## config.mk

```make
export PLATFORM = sky130hd
export DESIGN_NAME = id_ex_issue
export DESIGN_NICKNAME = d
export VERILOG_FILES = /design/src/rtl/my_pkg.sv /design/src/rtl/id_imm_gen.sv /design/src/rtl/id_ex_issue.sv
export SDC_FILE = /design/constraint.sdc
export NUM_CORES = 1
export LEC_CHECK = 0
export ABC_AREA = 0
export CORE_MARGIN = 5
export CORE_UTILIZATION = 39
export DETAILED_ROUTE_END_ITERATION = 7
export GPL_TIMING_DRIVEN = 0
export PLACE_DENSITY = 0.78
export SETUP_SLACK_MARGIN = 0.02
export SKIP_CTS_REPAIR_TIMING = 1
export SLEW_MARGIN = 20
export SYNTH_ARGS = -nofsm -noshare
export SYNTH_HDL_FRONTEND = slang
export SYNTH_SLANG_ARGS = --single-unit
```

## constraint.sdc

```tcl
create_clock -name clk -period 6.5 [get_ports clk]
set_input_delay 1.95 -clock clk [delete_from_list [all_inputs] [get_ports clk]]
set_output_delay 1.95 -clock clk [all_outputs]
set_load 0.01 [all_outputs]
```

## src/rtl/my_pkg.sv

```systemverilog
// Shared types and encodings for the RISCV-Lite decode/issue slice.
// ALU codes, opcode/funct constants and the ID/EX bundle.
package my_pkg;

  localparam int DW = 32;

  typedef enum logic [3:0] {
    ALU_ADD = 4'd0,
    ALU_SUB = 4'd1,
    ALU_XOR = 4'd2,
    ALU_AND = 4'd3,
    ALU_SLL = 4'd4,
    ALU_SRA = 4'd5,
    ALU_BNE = 4'd6,
    ALU_BLE = 4'd7
  } ALUControl_Enum;

  localparam logic [6:0] OPC_OP     = 7'b0110011;
  localparam logic [6:0] OPC_OPIMM  = 7'b0010011;
  localparam logic [6:0] OPC_LOAD   = 7'b0000011;
  localparam logic [6:0] OPC_STORE  = 7'b0100011;
  localparam logic [6:0] OPC_BRANCH = 7'b1100011;
  localparam logic [6:0] OPC_LUI    = 7'b0110111;
  localparam logic [6:0] OPC_AUIPC  = 7'b0010111;
  localparam logic [6:0] OPC_JAL    = 7'b1101111;

  localparam logic [2:0] F3_ADD = 3'b000;
  localparam logic [2:0] F3_SLL = 3'b001;
  localparam logic [2:0] F3_LW  = 3'b010;
  localparam logic [2:0] F3_SW  = 3'b010;
  localparam logic [2:0] F3_XOR = 3'b100;
  localparam logic [2:0] F3_SRA = 3'b101;
  localparam logic [2:0] F3_AND = 3'b111;
  localparam logic [2:0] F3_BNE = 3'b001;
  localparam logic [2:0] F3_BLE = 3'b101;

  localparam logic [6:0] F7_ZERO = 7'b0000000;
  localparam logic [6:0] F7_ALT  = 7'b0100000;

  typedef struct packed {
    logic           valid;
    ALUControl_Enum alu_ctrl;
    logic [DW-1:0]  op1;
    logic [DW-1:0]  op2;
    logic [DW-1:0]  rs2_data;
    logic [DW-1:0]  imm;
    logic [DW-1:0]  pc;
    logic [4:0]     rd;
    logic           reg_write;
    logic           mem_read;
    logic           mem_write;
    logic           is_branch;
    logic           is_jump;
    logic           illegal;
  } id_ex_t;

endpackage

```

## src/rtl/id_imm_gen.sv

```systemverilog
// Immediate generator: sign-extended I/S/B/U/J immediates.
// Purely combinational; the decoder picks which one to use.
module id_imm_gen (
  input  logic [31:0] instr,
  output logic [31:0] imm_i,
  output logic [31:0] imm_s,
  output logic [31:0] imm_b,
  output logic [31:0] imm_u,
  output logic [31:0] imm_j
);

  logic unused_opcode;
  assign unused_opcode = ^instr[6:0];

  assign imm_i = {{20{instr[31]}}, instr[31:20]};
  assign imm_s = {{20{instr[31]}}, instr[31:25],
                  instr[11:7]};
  assign imm_b = {{19{instr[31]}}, instr[31], instr[7],
                  instr[30:25], instr[11:8], 1'b0};
  assign imm_u = {instr[31:12], 12'b0};
  assign imm_j = {{11{instr[31]}}, instr[31],
                  instr[19:12], instr[20],
                  instr[30:21], 1'b0};

endmodule

```

## src/rtl/id_ex_issue.sv

```systemverilog
// Decode-and-issue stage: decoder, load-use hazard unit
// and the ID/EX pipeline register.
module id_ex_issue
  import my_pkg::*;
#(
  parameter int XLEN = 32
) (
  input  logic            clk,
  input  logic            rst,
  input  logic            in_valid,
  output logic            in_ready,
  input  logic [31:0]     in_instr,
  input  logic [XLEN-1:0] in_pc,
  output logic [4:0]      rf_raddr1,
  output logic [4:0]      rf_raddr2,
  input  logic [XLEN-1:0] rf_rdata1,
  input  logic [XLEN-1:0] rf_rdata2,
  input  logic            flush,
  output logic            out_valid,
  input  logic            out_ready,
  output ALUControl_Enum  out_alu_ctrl,
  output logic [XLEN-1:0] out_op1,
  output logic [XLEN-1:0] out_op2,
  output logic [XLEN-1:0] out_rs2_data,
  output logic [XLEN-1:0] out_imm,
  output logic [XLEN-1:0] out_pc,
  output logic [4:0]      out_rd,
  output logic            out_reg_write,
  output logic            out_mem_read,
  output logic            out_mem_write,
  output logic            out_is_branch,
  output logic            out_is_jump,
  output logic            out_illegal
);

  logic [6:0]  opc;
  logic [4:0]  rd, rs1, rs2;
  logic [2:0]  f3;
  logic [6:0]  f7;
  logic [31:0] imm_i, imm_s, imm_b, imm_u, imm_j;
  logic [31:0] shamt;
  logic        legal, rs1_use, rs2_use, stall;
  id_ex_t      d, q;

  assign opc   = in_instr[6:0];
  assign rd    = in_instr[11:7];
  assign f3    = in_instr[14:12];
  assign rs1   = in_instr[19:15];
  assign rs2   = in_instr[24:20];
  assign f7    = in_instr[31:25];
  assign shamt = {27'b0, rs2};

  assign rf_raddr1 = rs1;
  assign rf_raddr2 = rs2;

  id_imm_gen u_imm (
    .instr (in_instr),
    .imm_i (imm_i),
    .imm_s (imm_s),
    .imm_b (imm_b),
    .imm_u (imm_u),
    .imm_j (imm_j)
  );

  // Decode the incoming instruction into an ID/EX record.
  always_comb begin
    d          = '0;
    d.valid    = 1'b1;
    d.alu_ctrl = ALU_ADD;
    d.pc       = in_pc;
    d.rd       = rd;
    legal      = 1'b0;
    rs1_use    = 1'b0;
    rs2_use    = 1'b0;
    unique case (1'b1)
      opc == OPC_OP: begin
        rs1_use     = 1'b1;
        rs2_use     = 1'b1;
        d.op1       = rf_rdata1;
        d.op2       = rf_rdata2;
        d.reg_write = 1'b1;
        legal       = 1'b1;
        if (f3 == F3_ADD && f7 == F7_ZERO)
          d.alu_ctrl = ALU_ADD;
        else if (f3 == F3_ADD && f7 == F7_ALT)
          d.alu_ctrl = ALU_SUB;
        else if (f3 == F3_XOR)
          d.alu_ctrl = ALU_XOR;
        else if (f3 == F3_AND)
          d.alu_ctrl = ALU_AND;
        else
          legal = 1'b0;
      end
      opc == OPC_OPIMM: begin
        rs1_use     = 1'b1;
        d.op1       = rf_rdata1;
        d.op2       = imm_i;
        d.imm       = imm_i;
        d.reg_write = 1'b1;
        legal       = 1'b1;
        if (f3 == F3_ADD)
          d.alu_ctrl = ALU_ADD;
        else if (f3 == F3_XOR)
          d.alu_ctrl = ALU_XOR;
        else if (f3 == F3_AND)
          d.alu_ctrl = ALU_AND;
        else if (f3 == F3_SLL && f7 == F7_ZERO) begin
          d.alu_ctrl = ALU_SLL;
          d.op2      = shamt;
        end else if (f3 == F3_SRA && f7 == F7_ALT) begin
          d.alu_ctrl = ALU_SRA;
          d.op2      = shamt;
        end else
          legal = 1'b0;
      end
      opc == OPC_LOAD: begin
        rs1_use     = 1'b1;
        d.op1       = rf_rdata1;
        d.op2       = imm_i;
        d.imm       = imm_i;
        d.mem_read  = 1'b1;
        d.reg_write = 1'b1;
        legal       = (f3 == F3_LW);
      end
      opc == OPC_STORE: begin
        rs1_use     = 1'b1;
        rs2_use     = 1'b1;
        d.op1       = rf_rdata1;
        d.op2       = imm_s;
        d.imm       = imm_s;
        d.rs2_data  = rf_rdata2;
        d.mem_write = 1'b1;
        legal       = (f3 == F3_SW);
      end
      opc == OPC_BRANCH: begin
        rs1_use     = 1'b1;
        rs2_use     = 1'b1;
        d.op1       = rf_rdata1;
        d.op2       = rf_rdata2;
        d.imm       = imm_b;
        d.is_branch = 1'b1;
        legal       = 1'b1;
        if (f3 == F3_BNE)
          d.alu_ctrl = ALU_BNE;
        else if (f3 == F3_BLE)
          d.alu_ctrl = ALU_BLE;
        else
          legal = 1'b0;
      end
      opc == OPC_LUI: begin
        d.op2       = imm_u;
        d.imm       = imm_u;
        d.reg_write = 1'b1;
        legal       = 1'b1;
      end
      opc == OPC_AUIPC: begin
        d.op1       = in_pc;
        d.op2       = imm_u;
        d.imm       = imm_u;
        d.reg_write = 1'b1;
        legal       = 1'b1;
      end
      opc == OPC_JAL: begin
        d.op1       = in_pc;
        d.op2       = 32'd4;
        d.imm       = imm_j;
        d.is_jump   = 1'b1;
        d.reg_write = 1'b1;
        legal       = 1'b1;
      end
      default: legal = 1'b0;
    endcase
    if (!legal) begin
      d          = '0;
      d.valid    = 1'b1;
      d.alu_ctrl = ALU_ADD;
      d.pc       = in_pc;
      d.illegal  = 1'b1;
    end
    if (d.rd == 5'd0)
      d.reg_write = 1'b0;
  end

  // Load-use hazard against the load held in ID/EX.
  always_comb begin
    stall = q.valid && q.mem_read && (q.rd != 5'd0) &&
            ((rs1_use && rs1 == q.rd) ||
             (rs2_use && rs2 == q.rd));
  end

  assign in_ready = !flush && !stall &&
                    (!q.valid || out_ready);

  // ID/EX register: reset > flush > load > drain/bubble.
  always_ff @(posedge clk) begin
    if (rst)
      q <= '0;
    else if (flush)
      q.valid <= 1'b0;
    else if (in_valid && in_ready)
      q <= d;
    else if (out_ready)
      q.valid <= 1'b0;
  end

  assign out_valid     = q.valid;
  assign out_alu_ctrl  = q.alu_ctrl;
  assign out_op1       = q.op1;
  assign out_op2       = q.op2;
  assign out_rs2_data  = q.rs2_data;
  assign out_imm       = q.imm;
  assign out_pc        = q.pc;
  assign out_rd        = q.rd;
  assign out_reg_write = q.reg_write;
  assign out_mem_read  = q.mem_read;
  assign out_mem_write = q.mem_write;
  assign out_is_branch = q.is_branch;
  assign out_is_jump   = q.is_jump;
  assign out_illegal   = q.illegal;

endmodule
```

; Word level (Yosys, flattened, before mapping)
; Index checks and enable logic that the tools add are counted.
[op_classes]
addsub = 0
multipliers = 0
div_mod_pow = 0
n_lt_le_gt_ge = 0
eq_ne = 16
shifts = 0
muxes = 44
bitwise_logic = 1
n_reduce_logical = 33
[ops]
columns = cell, count
row1 = 32-bit two-way mux, 6
row2 = 32-bit one-hot mux with 6 select lines, 1
row3 = 175-bit two-way mux, 1
row4 = 32-bit one-hot mux with 5 select lines, 1
row5 = 32-bit one-hot mux with 2 select lines, 1
row6 = 4-bit two-way mux, 8
row7 = "7-bit by 6-bit equality test with 1-bit output, second input constant", 4
row8 = 1-bit two-way mux, 21
row9 = "7-bit by 5-bit equality test with 1-bit output, second input constant", 2
row10 = "7-bit equality test, second input constant", 2
row11 = 1-bit logical AND, 12
row12 = 4-bit one-hot mux with 3 select lines, 1
row13 = 2-bit OR reduction, 6
row14 = 5-bit equality test, 2
row15 = "3-bit equality test, second input constant", 3
row16 = "7-bit by 2-bit equality test with 1-bit output, second input constant", 1
row17 = 7-bit zero test, 1
row18 = 3-bit two-way mux, 2
row19 = 3-bit OR reduction, 2
row20 = 6-bit OR reduction, 1
row21 = 5-bit zero test, 1
row22 = 1-bit one-hot mux with 5 select lines, 1
row23 = 5-bit nonzero test, 1
row24 = 5-bit OR reduction, 1
row25 = 9 further kinds, 12
[word_totals]
ff_bits = 176
latch_bits = 0
ram_bits = 0
romBits = 0
out_inout_bits = 187
elab_cells = 108
memories = 0

; Logic depth before layout (Yosys ltp)
[depth]
depth_word = 11
ltp_mapped = 11

; Cells and area by module
; From an unflattened synthesis, not the netlist that was laid out.
[hier_totals]
hier_cells = 1202
hier_area_um2 = 10117.2
[by_module_without_submodules]
columns = mod, n_inst, cells_per_inst, area_per_inst_um2
row1 = id_ex_issue, 1, 1041, 8912.3
row2 = id_imm_gen, 1, 161, 1204.9

; Worst setup path after synthesis
; No wires, ideal clock.
[synth_timing]
path_type = input -> output
from = input in_instr[3]
to = output in_ready
t_arrival_ps = 3413
slack_ps = 1137
cell_stages = 7
path_buffers = 2
cell_sequence = buf_6 -> and4bb_1 -> nand2_1 -> a2111oi_2 -> o21ai_2 -> clkbuf_1 -> and2_1
[synth_between]
elab_chain_cells = 9
[synth_rtl]
columns = item, line
row1 = from (decl), id_ex_issue.sv:12  ; input logic [31:0] in_instr,
row2 = "7-bit by 6-bit equality test with 1-bit output, or another cell as far along", id_ex_issue.sv:76  ; opc == OPC_OP: begin
row3 = 5-bit OR reduction (no line) or 3-bit OR reduction (tied branches), -
row4 = 1-bit two-way mux, id_ex_issue.sv:75  ; unique case (1'b1)
row5 = 1-bit logical AND (on tied branches), "id_ex_issue.sv:187, id_ex_issue.sv:188"
row6 = 1-bit logical OR *, id_ex_issue.sv:187  ; ((rs1_use && rs1 == q.rd) ||
row7 = 1-bit logical AND *, id_ex_issue.sv:186  ; stall = q.valid && q.mem_read && (q.rd != 5'd0) &&
row8 = 1-bit zero test *, id_ex_issue.sv:191  ; assign in_ready = !flush && !stall &&
row9 = 1-bit logical AND * (2 in a row), id_ex_issue.sv:191
row10 = to (decl), id_ex_issue.sv:11  ; output logic in_ready,
; Mark *: on every way between the ends. The rest lies on a longest branch, timed or not.

; Worst setup path after layout
[layout_timing]
from = input in_instr[22]
to = output in_ready
[layout_between]
elab_chain_cells = 7
[layout_rtl]
columns = item, line
row1 = 5-bit equality test, id_ex_issue.sv:188  ; (rs2_use && rs2 == q.rd));
row2 = 1-bit logical AND, id_ex_issue.sv:188
row3 = 1-bit logical OR, id_ex_issue.sv:187
row4 = 1-bit logical AND, id_ex_issue.sv:186
row5 = 1-bit zero test, id_ex_issue.sv:191
row6 = 1-bit logical AND (2 in a row), id_ex_issue.sv:191
; No other way between the ends.

==> results.md <==
* Crit path launch type: primary input
* IO Count at 320
* CTS root buf: clkbuf_16
* Min cycle time layout at about 6.3 ns
* RSZ-0062 raised after global routing: no
* Dpl cells at 1562
* Netlist Area Pre-Place at ~8900 um^2
* Longest Clk Path Bufs at 2
* Logic pwr share at approximately an eighth
* Core Area at about 23000 um^2
* Hpwl dp at approximately 28000 um
* Final RePlAce weighted congestion at 0.963
* Number of synthesized flops with an enable pin at 0
* Endpoint class of the critical path: primary output
* Syn-to-layout area delta at 46.7%
* # DRC at 0
* Clk_lat worst skew at 0.44 ns
* IO buf count at between 300 and 400
* # rows at 55
* P_sw at roughly 0.64 mW
* Initial antenna violation count at 1
* Switch share at approximately a quarter
* Worst-Margin Slew at roughly 1.1 ns
* Post-Syn Instances at 963
* Max Slew Vio Count at 0
* Path type of the worst setup path: in2out
* Part of the Yosys area used for sequential elements at approximately two fifths
* Final nets at between 1k and 1.5k
* Largest net degree at the start of global routing at 17
* Power Density at about 190 nW/um^2
* Setup WS pre-CTS at -0.515 ns
* Asr flop ratio synth at 0%
* Most used DFF post-synth: dfxtp_1
* Routed WL at between 30000 and 40000 um
* Via-per-instance ratio at between 5 and 6
* First-pass GRT wire length at 55200 um
* Clk pin slew, worst setup/hold paths at roughly 0.070 ns
* Total power at between 2 and 2.5 mW
* Synth warn at 0
* Layout Cells excl Fill at between 1.5k and 2k
* Antenna viol nets, final at 0
* Internal Pwr Total at approximately 1.8 mW
* CP Data Arrival Time at between 4 and 5 ns
* Commonest non-fill, non-tap cells in the layout: clkdlybuf4s50_1 (310), dfxtp_1 (175), nand2b_1 (101), clkbuf_1 (83), a21oi_1 (83)
* GRT Total Usage at between 20% and 30%
* Vias at 9331
* 1st-iter DRT viols at about 800
* Initial core utilization at between 30% and 40%
* Reg power frac at approximately 45%
* Number of synthesized register bits at between 150 and 200
* Path category of the worst min-delay check: reg2reg
* Die ar. at between 20000 and 30000 um^2
* First drt pass iteration count at 5
* Vias in the first global route at about 9.3k
* # diodes at 0
* Most common cell after layout, fill and taps aside: clkdlybuf4s50_1
* Chip Height at 161 um
* Final WS setup at ~0.20 ns
* Synth unique cells at 62
* Grt total ovfl at 0
* Final Hold Fails at 0
* CTS Sinks at ~180
* CTS tree: yes
* Die X at roughly 160 um
* Clock power share at between 40 and 50%
* Crit Path Max Fanout at 10
* H-tree depth at 4
* Routed len/inst at approximately 23 um
* Leakage power at approximately 4.1 nW
* F_max at between 150 and 200 MHz
* Period utilisation layout at a little over nine tenths
* Share of post-route cells with drive strength above 1 at between 10% and 20%
* WP data required at roughly 4.6 ns
* Max-Cap Viols at 0
* VDD IR-drop max at between 0.1 and 0.15 mV
* Final setup fails at 0
* Setup Skew at ~0.012 ns
* Status: complete, no violations
* Synth Area per Inst at 9.23 um^2
* Cts bufs inserted at 17
* Syn Nets at ~1.1k
* Rel. slew slack at just under 30%
-- worst max-delay path, stage by stage --
cell             delay (ns)
clkdlybuf4s50_1        0.79
xor2_1                 0.18
a2111oi_4              0.42
o21ai_4                0.13
clkbuf_2               0.22
and2_1                 0.18
clkdlybuf4s50_1        0.47
-- layer usage --
| metal | up-vias | global-route usage [%] | wire (um) | share of wire, % |
|---|---|---|---|---|
| met5 | - | 0 | 14 | 0.038 |
| met4 | 2 | 8.72 | 1120 | 3.0 |
| met3 | 83 | 8.57 | 3570 | 9.7 |
| met2 | 490 | 44.5 | 17200 | 47 |
| met1 | 4457 | 34.0 | 14900 | 40 |
| li1 | 4299 | - | - | - |
-- Yosys cell counts (2+ instances only) --
master     number  area (um^2)
dfxtp_1       175         3500
nand2b_1      101          632
clkbuf_1       84          315
a21oi_1        83          415
o21ai_0        71          355
o32ai_2        63         1020
a22oi_1        41          308
o32ai_1        40          350
inv_1          39          146
nand3_1        39          195
nand2_1        23         86.3
a221oi_1       20          175
buf_2          16         80.1
nor2_1         15         56.3
buf_4          13         97.6
nand4_1        12         75.1
or4_1          12         90.1
a2111o_1       11          124
a22o_1          8         70.1
buf_6           8         90.1
nand3b_1        7         52.6
nor3_1          7         35.0
xnor2_1         7         61.3
o2111ai_1       6         52.6
nor2b_1         5         31.3
xor2_1          4         35.0
a31oi_1         3         18.8
nor4_1          3         18.8
o21ai_1         3         15.0
a211oi_1        2         15.0
a21oi_2         2         17.5
a32oi_1         2         17.5
and2_1          2         12.5
buf_1           2         7.51
nor3_2          2         20.0
o21a_1          2         15.0
o31ai_1         2         15.0
or2_1           2         12.5
or3_1           2         12.5
or4b_1          2         20.0
-- cell families (layout without fill, tap and decap cells) --
logic type,Yosys count,after routing,share of synthesized area (%)
flip-flops,175,175,39.4
buffers and inverters,164,513,8.39
AO/OA/AOI/OAI,372,372,35.2
XOR/XNOR,11,11,1.08
other,1,1,0.0422
AND/OR/NAND/NOR,240,240,15.8
-- flip-flops by register name, indices dropped and copies added (netlist names), 3 cells and up --
register and flops:
out_alu_ctrl 3, out_imm 32, out_op1 32, out_op2 32
out_pc 32, out_rd 5, out_rs2_data 32
-- power by group through the flow --
stage,logic [mW],registers [mW],clock network (mW)
finish,0.315,1.09,1.04
global placement,0.307,1.11,0
CTS,0.310,1.09,1.05
global route,0.333,1.09,1.10
detailed placement,0.308,1.11,0
floorplan,0.127,1.12,0
-- worst paths after layout --
| path | to | depth (start not counted) | slack, ns | from |
|---|---|---|---|---|
| hold / removal | out_is_branch$_SDFFE_PP0P_ | 2 | 0.48 | out_is_branch$_SDFFE_PP0P_ |
| setup reg to reg | out_op1[28]$_SDFFE_PP0P_ | 8 | 3.67 | out_rd[0]$_SDFFE_PP0P_ |
| setup / recovery | in_ready | 7 | 0.20 | in_instr[22] |
| hold reg to reg | out_is_branch$_SDFFE_PP0P_ | 2 | 0.48 | out_is_branch$_SDFFE_PP0P_ |
-- cell type report --
| type | instances | area, um^2 |
|---|---|---|
| clock inverters | 14 | 161 |
| flip-flops and latches | 175 | 3500 |
| multi-input cells | 624 | 4670 |
| well taps | 285 | 357 |
| inverters | 40 | 150 |
| fillers | 2001 | 9530 |
| plain buffers | 124 | 597 |
| repair buffers | 318 | 3180 |
| clock buffers | 17 | 425 |
-- stage by stage --
step / cell area, um^2 / setup TNS (ns) / hold slack, ns / util (%)
global route: 13000 / 0 / 0.500 / 57.8
detailed placement: 12400 / -0.515 / 0.466 / 54.9
finish: 13000 / 0 / 0.476 / 57.8
CTS: 13000 / -0.547 / 0.475 / 57.5
global placement: 12400 / -0.518 / 0.459 / 54.9
floorplan: 8890 / 0 / 0.494 / -
No activity file was read; power rests on OpenSTA's default activity.
